[src/rtl/stack_arbiter.sv]
// Round-robin arbiter sharing one LIFO stack between requesters A and B.
// Tracks occupancy, rejects over/underflow and returns ack/rdata/err per op.
//   state   | meaning
//   IDLE    | wait for request, grant, latch op
//   ISSUE   | push/pop strobe active, count updated
//   CAPTURE | stack read data and error flag sampled
//   ACK     | one-cycle ack to granted requester
module stack_arbiter #(
    parameter int DEPTH = 16,
    parameter int CW    = 5
) (
    input  logic          clk,
    input  logic          reset,
    input  logic          a_req,
    input  logic          a_pop,
    input  logic [7:0]    a_data,
    output logic          a_ack,
    output logic [7:0]    a_rdata,
    output logic          a_err,
    input  logic          b_req,
    input  logic          b_pop,
    input  logic [7:0]    b_data,
    output logic          b_ack,
    output logic [7:0]    b_rdata,
    output logic          b_err,
    output logic          stk_push,
    output logic          stk_pop,
    output logic [7:0]    stk_data_in,
    input  logic [7:0]    stk_data_out,
    input  logic          stk_error,
    output logic [CW-1:0] count,
    output logic          err_sticky
);

    typedef enum logic [1:0] {IDLE, ISSUE, CAPTURE, ACK} state_t;

    localparam logic [CW-1:0] DEPTH_C = CW'(DEPTH);

    state_t state, state_next;
    logic   ptr;        // 0 = A has priority, 1 = B
    logic   gnt;        // 0 = A granted, 1 = B granted
    logic   op_pop;
    logic   rejected;

    logic       grant_valid;
    logic       grant_id;
    logic       sel_pop;
    logic [7:0] sel_data;
    logic       legal;

    always_comb begin
        grant_valid = a_req | b_req;
        grant_id    = (a_req && b_req) ? ptr : b_req;
        sel_pop     = grant_id ? b_pop : a_pop;
        sel_data    = grant_id ? b_data : a_data;
        legal       = sel_pop ? (count != '0) : (count < DEPTH_C);
    end

    always_ff @(posedge clk) begin
        if (reset) state <= IDLE;
        else       state <= state_next;
    end

    always_comb begin
        state_next = state;
        case (state)
            IDLE:    if (grant_valid) state_next = ISSUE;
            ISSUE:   state_next = CAPTURE;
            CAPTURE: state_next = ACK;
            ACK:     state_next = IDLE;
            default: state_next = IDLE;
        endcase
    end

    always_ff @(posedge clk) begin
        if (reset) begin
            ptr         <= 1'b0;
            gnt         <= 1'b0;
            op_pop      <= 1'b0;
            rejected    <= 1'b0;
            count       <= '0;
            err_sticky  <= 1'b0;
            a_ack       <= 1'b0;
            b_ack       <= 1'b0;
            a_err       <= 1'b0;
            b_err       <= 1'b0;
            a_rdata     <= 8'h00;
            b_rdata     <= 8'h00;
            stk_push    <= 1'b0;
            stk_pop     <= 1'b0;
            stk_data_in <= 8'h00;
        end else begin
            stk_push <= 1'b0;
            stk_pop  <= 1'b0;
            a_ack    <= 1'b0;
            b_ack    <= 1'b0;
            a_err    <= 1'b0;
            b_err    <= 1'b0;
            case (state)
                IDLE: begin
                    if (grant_valid) begin
                        // legality is decided here so the strobe can be registered into ISSUE
                        gnt         <= grant_id;
                        op_pop      <= sel_pop;
                        ptr         <= ~grant_id;
                        rejected    <= ~legal;
                        stk_push    <= legal & ~sel_pop;
                        stk_pop     <= legal & sel_pop;
                        stk_data_in <= sel_data;
                    end
                end
                ISSUE: begin
                    if (!rejected) count <= op_pop ? count - CW'(1) : count + CW'(1);
                end
                CAPTURE: begin
                    if (op_pop) begin
                        if (gnt) b_rdata <= stk_data_out;
                        else     a_rdata <= stk_data_out;
                    end
                    if (stk_error) err_sticky <= 1'b1;
                    a_ack <= ~gnt;
                    b_ack <= gnt;
                    a_err <= ~gnt & (rejected | stk_error);
                    b_err <= gnt & (rejected | stk_error);
                end
                default: ;
            endcase
        end
    end

endmodule

[config.mk]
export PLATFORM = sky130hd
export DESIGN_NAME = stack_arbiter
export DESIGN_NICKNAME = d
export VERILOG_FILES = /design/src/rtl/stack_arbiter.sv
export SDC_FILE = /design/constraint.sdc
export NUM_CORES = 1
export LEC_CHECK = 0
export CORE_MARGIN = 2
export CORE_UTILIZATION = 35
export CTS_BUF_LIST = sky130_fd_sc_hd__clkbuf_16
export CTS_CLUSTER_DIAMETER = 200
export DETAILED_ROUTE_END_ITERATION = 8
export PLACE_DENSITY = 0.67
export SLEW_MARGIN = 10
export SYNTH_ARGS = -nofsm -noshare
export SYNTH_HDL_FRONTEND = slang
export SYNTH_SLANG_ARGS = --single-unit
[constraint.sdc]
create_clock -name clk -period 3.21 [get_ports clk]
set_input_delay 0.963 -clock clk [delete_from_list [all_inputs] [get_ports clk]]
set_output_delay 0.963 -clock clk [all_outputs]
set_load 0.01 [all_outputs]
; ---- Word-level counts from Yosys, hierarchy flattened
; Index checks and enable logic that the tools add are counted.
[totals]
regBits = 42
elab_cells = 54
[op_classes]
n_addsub = 2
n_lt_le_gt_ge = 1
eq_ne = 4
muxes = 7
n_bitwise = 14
reduce_logical = 10
[ops]
columns = op, count
row1 = $mux 8, 1
row2 = $not 1->1, 8
row3 = $pmux 2 s4, 1
row4 = $reduce_and 2->1, 3
row5 = $reduce_and 3->1, 2
row6 = $add 5x1->5 const B, 1
row7 = $lt 5x5->1 const B, 1
row8 = $mux 5, 1
row9 = $reduce_bool 5->1, 1
row10 = $sub 5x1->5 const B, 1
row11 = $and 1x1->1, 4
row12 = $eq 2x2->1 const B, 2
row13 = $mux 1, 3
row14 = $reduce_or 3->1, 1
row15 = $eq 2x1->1 const B, 1
row16 = $logic_not 2->1, 1
row17 = $mux 2, 1
row18 = $ne 2x2->1 const B, 1
row19 = $or 1x1->1, 2
row20 = $reduce_or 2->1, 1
row21 = $logic_and 1x1->1, 1

; ---- Depth between registers and ports, before layout
; Gate-level depths: netlist (run 1).
[depth]
ltp_word = 5
mapped_depth = 7
mapped_depth_nobuf = 6

; ---- Least setup slack after synthesis (run 1)
; Ideal clock, no wire load.
[synth_timing]
kind = flip-flop to flip-flop
from = reg count[0]
to = reg count[4]
setup_ns = 0.121
arrival_time_ns = 1.759
required_ns = 3.089
slack_ns = 1.330
stages_incl_launch_ff = 7
synth_period_minus_slack_ns = 1.880
path_cell_list = dfxtp_1 > inv_1 > fa_1 > nand2b_1 > a21oi_1 > mux2i_1 > mux2_2
[synth_between]
elab_chain_cells = 2
word_cells_on_any_way = 3
[synth_rtl]
columns = element, line
row1 = start: declaration, 31  ; output logic [CW-1:0] count,
row2 = start signal: assignment, 113  ; if (!rejected) count <= op_pop ? count - CW'(1) : count + CW'(1);
row3 = $add 5x1->5 / $sub 5x1->5 (equally long branches), 113
row4 = $mux 5 (*), 113
; Mark *: on every way between the ends. The rest lies on a longest branch, timed or not.
; A chain may end at the register's enable or synchronous reset.

; ---- Final worst setup path (run 1)
[layout_timing]
from = in b_req
to = reg stk_data_in[0]
[layout_between]
elab_chain_cells = 3
word_cells_on_any_way = 5
[layout_rtl]
columns = element, line
row1 = start: declaration, 20  ; input logic b_req,
row2 = $logic_and 1x1->1, 53  ; grant_id = (a_req && b_req) ? ptr : b_req;
row3 = $mux 1, 53
row4 = $mux 8, 55  ; sel_data = grant_id ? b_data : a_data;
row5 = end signal: assignment, 109  ; stk_data_in <= sel_data;
row6 = end: declaration, 28  ; output logic [7:0] stk_data_in,
; Several ways; a longest one is shown, not always the timed one.

==> flow_metrics.tcl, run 1 <==
set metrics [dict create \
    endpoint_kind "flip-flop" \
    reg2reg_slack_ns 1.20 \
    dp_hpwl_microns 2850 \
    fin_cells 313 \
    ys_seq_elements 42 \
    synth_area_leader_cell "dfxtp_1" \
    postPlaceCellArea_sq_um 2460 \
    clockRootBuffer "clkbuf_16" \
    fillerInstances 467 \
    multi_input_area_sq_um 837 \
    finalInstanceArea_sq_um 2600 \
    post-place-ws_ns 0.253 \
    viasPerCell 4.86 \
    grt_pass1_wl_microns 6420 \
    clk_latency_ns 0.28 \
    first_pass_iters 5 \
    power.density_nw_per_um2 696 \
    area_growth_pct 50.4 \
    n_antenna_cell 0 \
    path_class "input pin to flip-flop" \
    mostFrequentLayoutCells "clkdlybuf4s50_1 (66), dfxtp_1 (42), nor2_1 (37), mux2i_1 (18)" \
    tritoncts "yes" \
    clk_pin_slew_ns 0.06 \
    max_freq_mhz 375 \
    fin_ws_ns 0.541 \
    num_rows 25 \
    worstHoldStart "err_sticky" \
    synthCells 177 \
    core_area_sq_um 4750 \
    whs_ns 0.481 \
    fin_crit_sh 0.832 \
    dieArea_sq_um 5520 \
    synth_warnings 0 \
    die_x_microns 74.3 \
    rsz0062_at_grt "false" \
    min_path_type "flip-flop to flip-flop" \
    final_core_util 0.547 \
    h-tree-depth 2 \
    regArea_sq_um 841 \
    drive_gt1_frac 0.0610 \
    tightest_slew_ns 1.17 \
    gp_congestion 0.705 \
    totalWireLength_microns 3920 \
    leakage_nw 1.10 \
    ir_worst_vdd_mv 0.296 \
    setup-tns-final_ns 0 \
    holdPathStages 2 \
    yosysSeqAreaShare 0.486 \
    grt_overflow 0 \
    whs_endpoint "err_sticky" \
    drv_slew 0 \
    netlist_area_sq_um 1730 \
    dp_cells 305 \
    cts-hold-fix-buffers 0 \
    regToRegStartpoint "op_pop" \
    hold_viol 0 \
    start_util 0.364 \
    r2r-end "count[4]" \
    synth_edf_count 0 \
    drv_cap 0 \
    vias 1521 \
    antenna_found_initial 0 \
    cts_buffers 5 \
    drc 0 \
    track_usage 0.154 \
    status "finished, final reports clean" \
    cts.repair.resized 0 \
    required_ns 3.42 \
    r2r_cells 6 \
    fin_total_pwr_mw 1.81 \
    grt_pass1_vias 1382 \
    cts_buffer_depth 2 \
    wl_per_cell_microns 12.5 \
    ys_types 35 \
    maxSlewHeadroom 0.215 \
    die_h_microns 74.3 \
    fin_crit_ns 2.67 \
    synthTopCellsByArea "dfxtp_1 (49%), mux2i_1 (10%), nor2_1 (8.0%), ha_1 (5.1%), a222oi_1 (4.6%)" \
    syn-mean-instance-area_sq_um 9.78 \
    crit_arrival_ns 2.88 \
    ys.flop_type "dfxtp_1" \
    synth_top_cell_area_share 0.486 \
    final_common_cell "clkdlybuf4s50_1" \
    grt_start_max_net_pins 18 \
    crit_path_max_fanout 11 \
    postCtsSetupRepairBufs 0 \
    skew_ns 0.00282 \
    synth.net_count 216 \
    clock_sinks 42 \
    ios 67 \
    setup_viol 0 \
    final_nets 284 \
    place.port_buffers 66 \
    ant_nets 0 \
    worst_setup_path_start_kind "input pin" \
    drt-initial-drc-count 114 \
    synth-async-reset-ratio 0 \
]
## report_power, final
part | switching, mW | internal [mW]
clock | 0.199 | 0.285
sequential | 0.0795 | 0.616
combinational | 0.311 | 0.322
total | 0.590 | 1.22
## layout make-up
type	instances	area share
sequential	42	0.323
clock inverter	3	0.00673
multi-input combinational	122	0.322
clock buffer	5	0.0481
inverter	6	0.00865
timing repair buffer	68	0.260
tap	67	0.0322
## cell usage after synthesis, drive strengths merged (2+ instances only)
master,number
clkbuf,4
a222oi,8
and3,2
nor2b,3
o21ai,3
inv,6
buf,3
a211oi,3
nand2,7
a21oi,9
nand2b,4
or4,2
nand3,4
and2,2
ha,7
nor2,37
mux2i,18
dfxtp,42
## routing by layer
metal | GRT usage | up-vias | part of all wire | wire length (microns)
li1 | - | 764 | - | -
met2 | 0.241 | 45 | 0.47 | 1850
met5 | 0 | - | 0 | 0
met3 | 0.0379 | 7 | 0.053 | 209
met4 | 0.0774 | 0 | 0.025 | 99
met1 | 0.198 | 705 | 0.45 | 1760
## flip-flops by register name, indices dropped and copies added, names as in the netlist
name / cells
rejected: 1
err_sticky: 1
a_ack: 1
op_pop: 1
stk_push: 1
ptr: 1
state: 2
gnt: 1
a_rdata: 8
b_rdata: 8
stk_pop: 1
stk_data_in: 8
b_ack: 1
count: 5
a_err: 1
b_err: 1
## critical path: stages
cell,delay (ns)
clkdlybuf4s50_1,0.52
o21ai_0,0.96
a222oi_1,0.30
nor2_1,0.13
## worst max path at each step
stage / from / end
finish: b_req / stk_data_in[0]
global route: b_req / stk_data_in[5]
CTS: b_req / stk_data_in[5]
detailed placement: b_req / stk_data_in[5]
global placement: b_req / stk_data_in[5]
floorplan: count[0] / count[4]
## cell families after synthesis
family / count (synthesis) / synth area share
AOI/OAI and AO/OA: 28 / 0.122
adders and majority gates: 8 / 0.0622
buffers and inverters: 13 / 0.0304
DFF: 42 / 0.486
muxes: 19 / 0.111
and+or+nand+nor: 67 / 0.189
Power figures use the tool's default switching activity.
==> run 2: changes to the inputs <==
==> constraint.sdc (replaced) <==
create_clock -name clk -period 2.7 [get_ports clk]
set_input_delay 0.81 -clock clk [delete_from_list [all_inputs] [get_ports clk]]
set_output_delay 0.81 -clock clk [all_outputs]
set_load 0.01 [all_outputs]
==> flow_metrics.tcl, run 2 (synthesized netlist as in run 1, its figures left out) <==
set metrics [dict create \
    grt_start_max_net_pins 28 \
    max_freq_mhz 470 \
    final_nets 286 \
    start_util 0.364 \
    clock_sinks 42 \
    die_x_microns 74.3 \
    largest_registers "a_rdata (8), b_rdata (8), stk_data_in (8)" \
    endpoint_kind "flip-flop" \
    h-tree-depth 2 \
    antenna_found_initial 0 \
    final_common_cell "clkdlybuf4s50_1" \
    min_path_type "flip-flop to flip-flop" \
    reg2reg_slack_ns 0.69 \
    startpoint "a_req" \
    postPlaceCellArea_sq_um 2470 \
    drv_cap 0 \
    finalInstanceArea_sq_um 2620 \
    whs_ns 0.480 \
    cts.repair.resized 0 \
    setup_viol 0 \
    cts_buffers 5 \
    drc 0 \
    mostFrequentLayoutCells "clkdlybuf4s50_1 (66), dfxtp_1 (42), nor2_1 (37), mux2i_1 (18)" \
    cts-hold-fix-buffers 0 \
    clockRootBuffer "clkbuf_16" \
    r2r_cells 6 \
    maxSlewHeadroom 0.564 \
    fin_crit_ns 2.13 \
    grt_overflow 0 \
    hold_viol 0 \
    vias 1511 \
    cts_buffer_depth 2 \
    grt_pass1_wl_microns 6420 \
    crit_end "stk_data_in[1]" \
    path_class "input pin to flip-flop" \
    regToRegStartpoint "op_pop" \
    worst_setup_path_start_kind "input pin" \
    die_h_microns 74.3 \
    ir_worst_vdd_mv 0.377 \
    skew_ns 0.00724 \
    dieArea_sq_um 5520 \
    grt_pass1_vias 1406 \
    fin_total_pwr_mw 2.19 \
    crit_arrival_ns 2.35 \
    wl_per_cell_microns 12.4 \
    fin_crit_sh 0.788 \
    core_area_sq_um 4750 \
    num_rows 25 \
    fin_ws_ns 0.573 \
    rsz0062_at_grt "false" \
    setup-tns-final_ns 0 \
    tightest_slew_ns 0.647 \
    postCtsSetupRepairBufs 0 \
    status "finished, final reports clean" \
    gp_congestion 0.742 \
    required_ns 2.93 \
    clk_latency_ns 0.29 \
    leakage_nw 1.11 \
    drv_slew 0 \
    power.density_nw_per_um2 833 \
    track_usage 0.151 \
    dp_hpwl_microns 2810 \
    ant_nets 0 \
    totalWireLength_microns 3890 \
    post-place-ws_ns 0.247 \
    n_antenna_cell 0 \
    drt-initial-drc-count 73 \
    crit_path_max_fanout 6 \
    tritoncts "yes" \
    drive_gt1_frac 0.0726 \
    area_growth_pct 51.6 \
    ios 67 \
    first_pass_iters 5 \
    r2r-end "count[4]" \
    viasPerCell 4.80 \
    place.port_buffers 66 \
    clk_pin_slew_ns 0.06 \
]
[run 2: cell types whose count changed in the layout (fill, tap and decap cells not counted)]
cell	change
clkinv_2	-1
inv_6	+1
buf_4	+2
inv_1	-1
clkinvlp_4	+2
clkinv_4	-1
[run 2: worst min-delay path by stage]
stage / slack (ns) / start / to / cells after the start
2_1_floorplan: 0.43 / gnt / a_err / 1
3_5_place_dp: 0.46 / err_sticky / err_sticky / 2
4_1_cts: 0.48 / err_sticky / err_sticky / 2
6_report: 0.48 / err_sticky / err_sticky / 2
3_3_place_gp: 0.46 / err_sticky / err_sticky / 2
5_1_grt: 0.53 / a_rdata[0] / a_rdata[0] / 2
[run 2: cell type report]
class / count / area, sq um
Clock buffer: 5 / 125
Fill cell: 467 / 2130
Clock inverter: 3 / 23.8
Timing Repair Buffer: 70 / 691
Inverter: 6 / 22.5
Multi-Input combinational cell: 122 / 837
Tap cell: 67 / 83.8
Sequential cell: 42 / 841
[run 2: layer usage]
metal | up-vias | wire [microns] | track usage
li1 | 765 | - | -
met1 | 693 | 1740 | 0.196
met2 | 46 | 1880 | 0.244
met3 | 7 | 201 | 0.0420
met4 | 0 | 70 | 0.0536
met5 | - | 0 | 0
[run 2: critical path, stage by stage]
cell,delay [ns]
clkdlybuf4s50_1,0.50
o21ai_0,0.57
buf_4,0.26
a222oi_1,0.10
nor2_1,0.12
[run 2: metrics by stage]
step,std cells,util
floorplan,177,-
global placement,307,0.521
detailed placement,307,0.521
CTS,315,0.552
global route,315,0.552
finish,315,0.552
[run 2: report_power, final]
part	internal, mW	switching (mW)	total (mW)
registers	0.732	0.0941	0.826
clock network	0.345	0.251	0.597
logic	0.393	0.371	0.763
total	1.47	0.716	2.19
